$ cat config.mk
export PLATFORM = sky130hd
export DESIGN_NAME = if_fetch
export DESIGN_NICKNAME = d
export VERILOG_FILES = /design/src/rtl/pipe_pkg.sv /design/src/rtl/fetch_skid.sv /design/src/rtl/if_fetch.sv
export SDC_FILE = /design/constraint.sdc
export NUM_CORES = 1
export LEC_CHECK = 0
export CAP_MARGIN = 5
export CORE_MARGIN = 1.5
export CORE_UTILIZATION = 53
export CTS_BUF_LIST = sky130_fd_sc_hd__clkbuf_4 sky130_fd_sc_hd__clkbuf_8
export CTS_CLUSTER_DIAMETER = 50
export CTS_CLUSTER_SIZE = 40
export DETAILED_ROUTE_END_ITERATION = 6
export HOLD_SLACK_MARGIN = 0.03
export MAX_ROUTING_LAYER = met4
export PLACE_DENSITY = 0.95
export SLEW_MARGIN = 40
export SYNTH_ARGS = -nofsm -noshare
export SYNTH_HDL_FRONTEND = slang
export SYNTH_SLANG_ARGS = --single-unit
$ cat constraint.sdc
create_clock -name clk -period 6.2 [get_ports clk]
set_input_delay 0.93 -clock clk [delete_from_list [all_inputs] [get_ports clk]]
set_output_delay 0.93 -clock clk [all_outputs]
set_load 0.05 [all_outputs]
$ cat src/rtl/pipe_pkg.sv
// Shared pipeline definitions: RV32 opcode values, the bubble instruction
// and the fetch FSM state encoding.
package pipe_pkg;

  typedef enum logic [6:0] {
    OP_LOAD   = 7'h03,
    OP_IMM    = 7'h13,
    OP_AUIPC  = 7'h17,
    OP_STORE  = 7'h23,
    OP_REG    = 7'h33,
    OP_LUI    = 7'h37,
    OP_BRANCH = 7'h63,
    OP_JALR   = 7'h67,
    OP_JAL    = 7'h6F
  } opcode_t;

  // ADDI x0,x0,0
  localparam logic [31:0] PIPE_NOP = {25'd0, OP_IMM};

  typedef enum logic [1:0] {
    FETCH   = 2'd0,
    WAIT_ID = 2'd1,
    DISCARD = 2'd2
  } fetch_state_t;

endpackage

$ cat src/rtl/fetch_skid.sv
// One-entry skid buffer holding an instruction word that arrived while
// decode was stalled.
module fetch_skid (
  input  logic        clk,
  input  logic        rst_n,
  input  logic        load,
  input  logic        clear,
  input  logic [31:0] data,
  output logic        valid,
  output logic [31:0] word
);

  always_ff @(posedge clk or negedge rst_n) begin
    if (!rst_n)     valid <= 1'b0;
    else if (clear) valid <= 1'b0;
    else if (load)  valid <= 1'b1;
  end

  always_ff @(posedge clk) begin
    if (load) word <= data;
  end

endmodule

$ cat src/rtl/if_fetch.sv
// Instruction fetch stage: drives a request/ack instruction memory, handles
// decode stalls through a skid buffer and drops responses made stale by a redirect.
module if_fetch
  import pipe_pkg::*;
#(
  parameter logic [31:0] RESET_PC  = 32'h0000_0000,
  parameter logic [31:0] NOP_INSTR = PIPE_NOP
) (
  input  logic        clk,
  input  logic        rst_n,
  input  logic        stall,
  input  logic        IF_flush,
  input  logic [31:0] EA,
  output logic        imem_req,
  output logic [31:0] imem_addr,
  input  logic        imem_ack,
  input  logic [31:0] imem_rdata,
  output logic [31:0] IF_PC,
  output logic [6:0]  opcode_ID,
  output logic [4:0]  rd_ID,
  output logic [2:0]  funct3,
  output logic [4:0]  rs1_ID,
  output logic [4:0]  rs2_ID,
  output logic [6:0]  funct7,
  output logic        IF_flush_out,
  output logic        en
);

  fetch_state_t state, state_nx;
  logic [31:0]  pc, pc_nx;
  logic [31:0]  ifid_pc, ifid_pc_nx;
  logic [31:0]  ifid_ir, ifid_ir_nx;
  logic         en_nx, flush_out_nx;
  logic         boot, pend, drop_stale;
  logic         skid_load, skid_clear, skid_valid;
  logic [31:0]  skid_word;

  fetch_skid u_skid (
    .clk   (clk),
    .rst_n (rst_n),
    .load  (skid_load),
    .clear (skid_clear),
    .data  (imem_rdata),
    .valid (skid_valid),
    .word  (skid_word)
  );

  // pend survives reset on purpose: in the first cycle after reset it tells
  // whether a response to a pre-reset request is still on its way.
  always_ff @(posedge clk) begin
    pend <= imem_ack ? 1'b0 : (pend | imem_req);
  end

  assign drop_stale = boot & pend;
  assign imem_req   = rst_n & (state == FETCH);
  assign imem_addr  = pc;

  always_comb begin
    state_nx     = state;
    pc_nx        = pc;
    ifid_pc_nx   = ifid_pc;
    ifid_ir_nx   = ifid_ir;
    en_nx        = en;
    flush_out_nx = 1'b0;
    skid_load    = 1'b0;
    skid_clear   = 1'b0;
    if (IF_flush) begin
      pc_nx        = EA;
      ifid_pc_nx   = pc;
      ifid_ir_nx   = NOP_INSTR;
      en_nx        = 1'b0;
      flush_out_nx = 1'b1;
      skid_clear   = 1'b1;
      case (state)
        WAIT_ID: state_nx = FETCH;
        default: state_nx = imem_ack ? FETCH : DISCARD;
      endcase
    end else begin
      case (state)
        FETCH: begin
          if (imem_ack && !drop_stale) begin
            if (stall) begin
              skid_load = 1'b1;
              state_nx  = WAIT_ID;
            end else begin
              ifid_pc_nx = pc;
              ifid_ir_nx = imem_rdata;
              en_nx      = 1'b1;
              pc_nx      = pc + 32'd4;
            end
          end else begin
            if (!stall) begin
              ifid_ir_nx = NOP_INSTR;
              en_nx      = 1'b0;
            end
            if (drop_stale && !imem_ack) state_nx = DISCARD;
          end
        end
        WAIT_ID: begin
          if (!stall && skid_valid) begin
            ifid_pc_nx = pc;
            ifid_ir_nx = skid_word;
            en_nx      = 1'b1;
            pc_nx      = pc + 32'd4;
            skid_clear = 1'b1;
            state_nx   = FETCH;
          end
        end
        DISCARD: begin
          if (!stall) begin
            ifid_ir_nx = NOP_INSTR;
            en_nx      = 1'b0;
          end
          if (imem_ack) state_nx = FETCH;
        end
        default: state_nx = FETCH;
      endcase
    end
  end

  always_ff @(posedge clk or negedge rst_n) begin
    if (!rst_n) begin
      state        <= FETCH;
      pc           <= RESET_PC;
      ifid_pc      <= 32'd0;
      ifid_ir      <= NOP_INSTR;
      en           <= 1'b0;
      IF_flush_out <= 1'b0;
      boot         <= 1'b1;
    end else begin
      state        <= state_nx;
      pc           <= pc_nx;
      ifid_pc      <= ifid_pc_nx;
      ifid_ir      <= ifid_ir_nx;
      en           <= en_nx;
      IF_flush_out <= flush_out_nx;
      boot         <= 1'b0;
    end
  end

  assign IF_PC     = ifid_pc;
  assign opcode_ID = ifid_ir[6:0];
  assign rd_ID     = ifid_ir[11:7];
  assign funct3    = ifid_ir[14:12];
  assign rs1_ID    = ifid_ir[19:15];
  assign rs2_ID    = ifid_ir[24:20];
  assign funct7    = ifid_ir[31:25];

endmodule

==> results.py <==
metrics = {
    "status": {
        "status": "finished clean",
    },
    "synth": {
        "ys_async_sr_fraction_pct": 75.6,
        "syn_nets": 544,
        "postSynthCellCount": 469,
        "ys_top_cells_by_count": "98 x dfrtp_1, 37 x mux2_2, 37 x nand2_1",
        "ys_seq_elements": 135,
        "synthesis.area_mm2": 0.00590,
        "synth-edff-count": 32,
        "ys.flop_type": "dfrtp_1",
        "yosys.area.top_type": "dfrtp_1",
        "synth-warning-count": 0,
        "synth_most_common_cell": "dfrtp_1",
        "synth_top_area_share_pct": 41.6,
        "synth_top_cells_by_area": "dfrtp_1 42%, edfxtp_1 16%, mux2_2 7.1%",
        "ys_types": 48,
        "seq_area_frac_synth_pct": 60.0,
        "syn_avg_cell_area_um2": 12.6,
    },
    "placement": {
        "gp_congestion": 0.919,
        "port_buffers": 167,
        "hpwl_mm": 10.5,
        "placed_cell_area_mm2": 0.00765,
        "place_inst": 753,
    },
    "sta": {
        "hold_viol_final": 0,
        "slew_violations": 0,
        "fin_crit_sh_pct": 54.0,
        "setup_viol": 0,
        "tightestPinTransition_ps": 827,
        "max_freq_mhz": 299,
        "fin_crit_ps": 3350,
        "clock_skew_ps": 12.3,
        "relSlewSlack_pct": 44.7,
        "rsz0062_at_grt": "false",
        "fin_setup_tns_ps": 0,
    },
    "route": {
        "ant_nets": 0,
        "drtIter0Drc": 198,
        "routed_wl_mm": 14.9,
        "dr.pass1.iters": 5,
        "vias": 4549,
        "wl_per_cell_um": 18.9,
        "vias_per_cell": 5.79,
        "drcViolationCount": 0,
    },
    "power_and_ir_drop": {
        "p_leak_nw": 3.15,
        "vdd_drop_max_v": 0.000271,
        "p_total_mw": 3.39,
        "power_density_mw_per_mm2": 418,
    },
    "clock_tree": {
        "cts_sinks": 135,
        "path_clk_slew_ps": 80,
        "post_cts_resized": 0,
        "clockBufferDepth": 2,
        "cts_made_buffers": 17,
        "cts_setup_buffers": 0,
        "clk_latency_ps": 440,
        "htree_levels": 4,
        "ctsHoldBuffers": 0,
        "tritoncts": "done",
        "clockRootBuffer": "clkbuf_8",
    },
    "floorplanning": {
        "ios": 168,
        "fp.dieW_um": 108,
        "die_height_um": 108,
        "core_mm2": 0.0108,
        "start_util_pct": 54.4,
        "std_cell_rows": 38,
        "dieArea_mm2": 0.0118,
    },
    "grt": {
        "gr-usage-all-layers_pct": 27.5,
        "met2_usage_pct": 44.5,
        "grtUsageMet3_pct": 9.64,
        "busiest_layer": "met2",
        "antenna_found_initial": 0,
        "grt_max_degree": 73,
        "grt_pass1_vias": 4714,
        "grt_first_pass_wirelength_mm": 23.7,
        "gr-total-overflow": 0,
        "use_met1_pct": 32.2,
    },
    "cells_and_area": {
        "syn2layout_area_growth_pct": 37.4,
        "drive_gt1_share_pct": 14.2,
        "finalNetCount": 708,
        "diodes": 0,
        "fin_area_mm2": 0.00811,
        "layoutNonFillerInstCount": 786,
    },
    "flow_run": {
        "max_cap_viol_count": 0,
    },
    "setup_path": {
        "cp_slowest_cell": "clkdlybuf4s50_1",
        "cp.arrival_ps": 2420,
        "critPathRequiredTime_ps": 5270,
        "endpoint_kind": "primary output",
        "cpPeakStageDelay_ps": 800,
        "cp_cell_sequence": "buf_4 -> and2_1 -> clkdlybuf4s50_1",
        "critPathKind": "input pin to primary output",
        "worstPathMaxFanout": 43,
        "worstSetupStartpointType": "input pin",
    },
    "worst_hold_path": {
        "hold_path_class": "input pin to async pin",
    },
}
## cells by family (layout without fill, tap and decap cells)
logic type	after synthesis	after routing	share of synthesized area (%)
xor+xnor	29	29	4.31
other cells	1	1	0.0636
buf+inv	36	213	3.33
simple gates	114	114	10.6
mux	39	39	7.62
fa+ha+maj	6	6	1.27
flops	135	135	60.0
compound gates	109	109	12.8
## registers in the layout (all words and copies together), names as in the netlist
signal,cells
imem_addr,32
state,2
IF_flush_out,1
u_skid.valid,1
pend,1
IF_PC,32
boot,1
en,1
ifid_ir,32
u_skid.word,32
## layer usage
layer / share of wire, % / vias to the layer above
li1: - / 2067
met1: 41 / 2268
met2: 50 / 195
met3: 8.3 / 19
met4: 1.4 / 0
met5: 0 / -
## critical path, delay by kind of cell
kind                   cells  cell delay [ps]
buffers and inverters      2             1240
and+or+nand+nor            1              230
## area by class of cell
class | instances | area (µm²)
Inverter | 6 | 22.5
Clock inverter | 14 | 199
Sequential cell | 135 | 3540
Timing Repair Buffer | 175 | 1750
Clock buffer | 18 | 241
Multi-Input combinational cell | 298 | 2180
Tap cell | 140 | 175
Fill cell | 698 | 2730
## where the power goes
part	switching (mW)	leakage, nW	total (mW)	internal (mW)
clock	0.354	0.210	0.800	0.447
combinational	0.916	1.36	1.40	0.483
sequential	0.111	1.58	1.19	1.08
## cell usage in the layout, fill, tap and decap left out, types with 4 or more instances in the layout
master	count
nor2_1	10
dfrtp_1	98
ha_1	6
inv_1	5
clkinvlp_4	4
o2bb2ai_1	29
xnor2_1	5
nand2_1	37
mux2_2	37
clkdlybuf4s50_1	165
edfxtp_1	32
dfstp_2	4
buf_4	6
nand3_1	17
a22oi_1	29
xor2_1	24
bufinv_16	4
a21oi_1	8
clkbuf_8	17
a221oi_1	4
and3_1	4
o21ai_0	33
nand4_1	18
and2_1	7
## through the flow
stage	setup slack [ps]	utilization, %	hold WS (ps)
after floorplan	3740	-	440
after global placement	2690	70.1	457
after detailed placement	2690	70.5	471
after CTS	2800	74.6	474
after global routing	2730	74.8	486
final	2850	74.8	473
## path summary, 6_finish.rpt
| check | startpoint | endpoint | slack [ps] | cells past startpoint |
|---|---|---|---|---|
| min | rst_n | ifid_ir[22] | 470 | 1 |
| max in group asynchronous | rst_n | IF_PC[20] | 4710 | 3 |
| max reg2reg | state[1] | IF_PC[4] | 3530 | 7 |
| min reg2reg | ifid_ir[13] | ifid_ir[13] | 490 | 1 |
| max | rst_n | imem_req | 2850 | 3 |
| min in group clk | ifid_ir[13] | ifid_ir[13] | 490 | 1 |
(Power assumes the default switching activity.)
==> variant 1: new RTL, config.mk and constraints unchanged <==
The 3 states of `fetch_state_t` get a one-hot encoding in 3 bits.
--- a/src/rtl/pipe_pkg.sv
+++ b/src/rtl/pipe_pkg.sv
@@ -18,8 +18,8 @@
   localparam logic [31:0] PIPE_NOP = {25'd0, OP_IMM};
 
-  typedef enum logic [1:0] {
-    FETCH   = 2'd0,
-    WAIT_ID = 2'd1,
-    DISCARD = 2'd2
+  typedef enum logic [2:0] {
+    FETCH   = 3'b001,
+    WAIT_ID = 3'b010,
+    DISCARD = 3'b100
   } fetch_state_t;
 
Formal check against the unedited RTL: same outputs for any inputs over 4 cycles, from zero or initial values and one cycle with rst_n low; so few cycles prove little.
==> variant 1 against the original RTL <==
- fmax shrank 4.9%
- setup slack lost 0.17 ns
- sequential share of layout area fell by 0.86 points
- sequential cell count up 1
- wire length is 12% higher
- cell area increased by 2.8%
- total power decreased by 9.7%
- area after synthesis increased by 5.1%
- combinational power is 16% lower
- via count is 13% higher
- global-route usage up 0.65 points
- non-clock buffer count down 1
- largest power group is now sequential cells
- highest routed layer unchanged
==> variant 1: results (changes against the original RTL) <==
outcome = finished clean
count of routing violations after the opening detailed-route iteration = 549 (+180%)
maximum fanout encountered on the critical timing path = 41 (-4.7%)
Tot GR Track Use = 28.1% (+0.65 points)
worst hold-check slack = 0.421 ns (-0.0523 ns)
reg-to-reg critical path startpoint = boot$_DFF_PN1_
asr flop ratio synth = 75.7% (+0.18 points)
R2R depth = 8 (+1)
mux cell area share after synthesis = 6.34% (-1.3 points)
area fraction in compound gates after synthesis = 15.9% (+3.2 points)
master of the slowest instance on the critical path = sky130_fd_sc_hd__a2111oi_4
share of synthesized cell area in full adder, half adder and majority cells = 0.404% (-0.87 points)
number of global-route vias before repair = 5143 (+9.1%)
Yosys cell types = 59 (+23%)
Reg2Reg Capture Point = imem_addr[31]$_DFFE_PN0P_
normalized max-slew margin = 43.5% (-1.2 points)
Worst EP arrival = 3.86 ns (+1.44 ns)
Nets = 767 (+8.3%)
static leakage = 3.25 nW (+3.0%)
routability congestion estimate = 0.870 (-5.3%)
fraction of final layout cells with drive strength greater than 1 = 12.6% (-1.7 points)
pin count of the biggest net entering global routing = 77 (+5.5%)
stage delay of the slowest cell on the critical path = 0.83 ns (+0.03 ns)
worst clock skew = 0.00890 ns (-0.00345 ns)
vias per inst = 6.02 (+4.1%)
first-pass GRT wire length = 26.6 mm (+12%)
launching instance or port of the critical path = imem_ack
Detailed Route WL = 16.7 mm (+12%)
most common library cells after synthesis = 98 x sky130_fd_sc_hd__dfrtp_1, 45 x sky130_fd_sc_hd__nand2_1, 38 x sky130_fd_sc_hd__nor2_1
detailed-placement wirelength estimate = 11.2 mm (+6.9%)
synthesized-area fraction occupied by xor and xnor cells = 4.10% (-0.21 points)
register area share after synthesis = 57.5% (-2.5 points)
top cells by area, synth = sky130_fd_sc_hd__dfrtp_1 40%, sky130_fd_sc_hd__edfxtp_1 16%, sky130_fd_sc_hd__mux2_2 5.8%
highest ir drop seen on vdd = 252 uV (-7.1%)
number of enable flip-flop cells after synthesis = 32 (unchanged)
endpoint kind of the worst setup timing path = flop
predominant post-synthesis flop cell = sky130_fd_sc_hd__dfrtp_1
synthesized netlist net count = 610 (+12%)
number of filler cells placed in the layout = 781 (+12%)
largest delay contributor family on the critical path = compound AO/OA/AOI/OAI gates
reg-to-reg slack, setup = 3.29 ns (-0.24 ns)
==> variant 1: cell count changes after synthesis, sizes merged, moves of 5 or more <==
cell and change:
nand4 -7, nor2 +28, a21oi +30, buf +6, and4 +5, nand2 +8
==> variant 1: metrics by stage <==
step / setup slack (ns) / cell area, um2 / util [%] / std cells
finish: 2.68 / 8330 / 73.0 / 852
global route: 2.52 / 8330 / 73.0 / 852
CTS: 2.78 / 8320 / 72.9 / 852
detailed placement: 2.31 / 7960 / 69.7 / 820
global placement: 2.47 / 7920 / 69.3 / 819
floorplan: 3.15 / 6200 / - / 539
==> variant 1: layer usage <==
layer	global-route usage (%)	wire, um	vias to the layer above
met5	-	0	-
met4	11.9	418	0
met3	7.22	1550	35
met2	44.3	8290	296
met1	34.8	6430	2518
li1	-	-	2284
==> variant 1: worst reg2reg max path, delay by kind of cell, from the launching register on <==
family                   cells  cell delay (ns)
AO/OA/AOI/OAI                3             1.19
flip-flops                   1             0.37
buffers and inverters        1             0.41
adder cells (fa/ha/maj)      1             0.15
AND/OR/NAND/NOR              3             0.67
==> variant 1: cell type report <==
cell class	count	area share, %
sequential	136	42.8
multi-input combinational	364	29.6
timing repair buffer	174	20.9
clock buffer	20	3.08
tap	143	2.15
clock inverter	12	1.31
inverter	3	0.135
==> variant 1: logic make-up (layout without fill, tap and decap cells) <==
logic type,after synthesis,after routing
XOR/XNOR,29,29
buffers and inverters,39,209
adder cells (fa/ha/maj),2,2
AO/OA/AOI/OAI,147,147
multiplexers,35,35
AND/OR/NAND/NOR,150,150
other,1,1
flip-flops,136,136
==> variant 1: power breakdown <==
part | switching, W | leakage, nW | internal, W
logic | 0.000763 | 1.47 | 0.000409
clock network | 0.000326 | 0.193 | 0.000361
registers | 0.000136 | 1.59 | 0.00106
total | 0.00122 | 3.25 | 0.00183
==> variant 2: new RTL, config.mk and constraints unchanged <==
Made on the original files. Make the reset (`rst_n`) synchronous in 2 clocked blocks.
--- a/src/rtl/fetch_skid.sv
+++ b/src/rtl/fetch_skid.sv
@@ -11,5 +11,5 @@
 );
 
-  always_ff @(posedge clk or negedge rst_n) begin
+  always_ff @(posedge clk) begin
     if (!rst_n)     valid <= 1'b0;
     else if (clear) valid <= 1'b0;
--- a/src/rtl/if_fetch.sv
+++ b/src/rtl/if_fetch.sv
@@ -119,5 +119,5 @@
   end
 
-  always_ff @(posedge clk or negedge rst_n) begin
+  always_ff @(posedge clk) begin
     if (!rst_n) begin
       state        <= FETCH;
Check against the original RTL: differs if rst_n is asserted again (counterexample within 4 cycles, from zero or initial values and one cycle with rst_n low); with rst_n held inactive, the same outputs for 4 cycles.
==> variant 2 against the original RTL <==
- cell area down 3.2%
- sequential share of layout area down 5.1 points
- sequential cell count unchanged
- setup slack worse by 0.27 ns
- wire length up 12%
- area after synthesis down 3.0%
- largest cell class unchanged
Power is not compared: it rests on default switching activity, and its combinational part moved more than twofold at a synthesized area within 25%.
==> variant 2: results (changes against the original RTL) <==
worst clock skew = 0.0109 ns (-0.00142 ns)
antenna violations before repair = 0 (unchanged)
Yosys cell types = 58 (+21%)
highest ir drop seen on vdd = 147 uV
number of buffers on the longest clock path = 2 (unchanged)
normalized max-slew margin = 45.5% (+0.84 points)
register area share after synthesis = 52.8% (-7.1 points)
stage delay of the slowest cell on the critical path = 0.81 ns
warnings from Yosys = 0 (unchanged)
fraction of final layout cells with drive strength greater than 1 = 6.99% (-7.2 points)
number of filler cells placed in the layout = 722 (+3.4%)
outcome = finished clean
largest delay contributor family on the critical path = buffers and inverters
H-tree levels = 4 (unchanged)
drt first pass iters = 5 (unchanged)
Tot GR Track Use = 29.8% (+2.3 points)
synthesized netlist net count = 683 (+26%)
count of routing violations after the opening detailed-route iteration = 370 (+87%)
Worst EP arrival = 2.69 ns (+0.27 ns)
first-pass GRT wire length = 26.2 mm (+11%)
Detailed Route WL = 16.6 mm (+12%)
Clock Root Buffer = sky130_fd_sc_hd__clkbuf_8
cts bufs inserted = 17 (unchanged)
predominant post-synthesis flop cell = sky130_fd_sc_hd__dfxtp_1
detailed-placement wirelength estimate = 11.3 mm (+7.6%)
number of global-route vias before repair = 5321 (+13%)
asr flop ratio synth = 0% (-76 points)
maximum fanout encountered on the critical timing path = 30 (-30%)
CTS clk-pin slew, worst paths = 0.08 ns (about the same)
Pins Over Slew Limit = 0 (unchanged)
Nets = 834 (+18%)
Final Instance Count excl. Fillers = 908 (+16%)
worst hold path class = flop to flop
Post-CTS Setup Repair Bufs = 0 (unchanged)
Syn Area/Cell = 9.41 um2 (-25%)
pin count of the biggest net entering global routing = 41 (-44%)
number of I/O port buffers = 167 (unchanged)
top cells by area, synth = sky130_fd_sc_hd__dfxtp_1 36%, sky130_fd_sc_hd__edfxtp_1 17%, sky130_fd_sc_hd__nand2_1 5.7%
Resized Gates After CTS = 0 (unchanged)
most common library cells after synthesis = 103 x sky130_fd_sc_hd__dfxtp_1, 87 x sky130_fd_sc_hd__nand2_1, 56 x sky130_fd_sc_hd__a21oi_1
static leakage = 2.70 nW
Worst-Skew Late Latency = 0.43 ns
dpl ws = 2.37 ns (-0.322 ns)
routability congestion estimate = 0.943 (+2.7%)
vias after detailed routing = 5398 (+19%)
Placed Cells incl. Taps = 876 (+16%)
## variant 2: cell types whose count changed in the layout (fill, tap and decap cells not counted), sizes merged, moves of 10 or more
cell,before,now
nand2,37,87
a31oi,0,10
mux2,37,1
dfxtp,1,103
dfrtp,98,0
nand4,18,5
nor2,11,47
o2bb2ai,29,1
a22o,0,29
a21oi,8,56
xor2,24,4
## variant 2: kinds of logic (layout without fill, tap and decap cells)
group	after synthesis	after routing	share of synthesized area, %
AO/OA/AOI/OAI	198	198	23.0
adder cells (fa/ha/maj)	6	6	1.31
buffers and inverters	50	214	3.37
multiplexers	4	4	0.722
AND/OR/NAND/NOR	201	201	16.6
XOR/XNOR	14	14	2.14
flip-flops	135	135	52.8
## variant 2: layout make-up
cell class	count	area, um2	area share (%)
multi-input cells	423	2540	32.3
inverters	10	37.5	0.478
well taps	136	170	2.17
clock buffers	19	249	3.17
clock inverters	13	119	1.52
repair buffers	172	1710	21.8
flip-flops and latches	135	3020	38.5
## variant 2: final timing paths
check / startpoint / end / slack [ns] / cells after the start
max: rst_n / imem_req / 2.58 / 4
min: IF_PC[19]$_SDFFE_PN0P_ / IF_PC[19]$_SDFFE_PN0P_ / 0.45 / 2
max reg2reg: state[1]$_SDFFE_PN0P_ / imem_addr[26]$_SDFFE_PN0P_ / 3.10 / 7
min reg2reg: IF_PC[19]$_SDFFE_PN0P_ / IF_PC[19]$_SDFFE_PN0P_ / 0.45 / 2
## variant 2: routing by layer
layer | track usage, % | wire length, um
met3 | 6.50 | 1170
met4 | 10.5 | 254
met5 | - | 0
met2 | 49.3 | 8400
met1 | 36.1 | 6820
## variant 2: report_power, final
part | switching (W) | total (W) | internal, W | leakage [nW]
sequential | 0.0000409 | 0.000985 | 0.000944 | 1.14
combinational | 0.000287 | 0.000448 | 0.000161 | 1.37
clock | 0.000358 | 0.000688 | 0.000330 | 0.189
## variant 2: worst min-delay path, cell delays in order (launching register included)
cell and delay (ns):
sky130_fd_sc_hd__dfxtp_1 0.31, sky130_fd_sc_hd__nand2_1 0.05, sky130_fd_sc_hd__a21oi_1 0.05
## variant 2: stage by stage
step                      util, %  hold WS [ns]  power [W]  instance area (um2)
after floorplan                 -         0.440    0.00127                 5720
after global placement       71.6         0.438    0.00143                 7460
after detailed placement     71.7         0.445    0.00145                 7470
after CTS                    75.3         0.456    0.00213                 7840
after global routing         75.3         0.474    0.00220                 7850
final                        75.3         0.452    0.00212                 7850
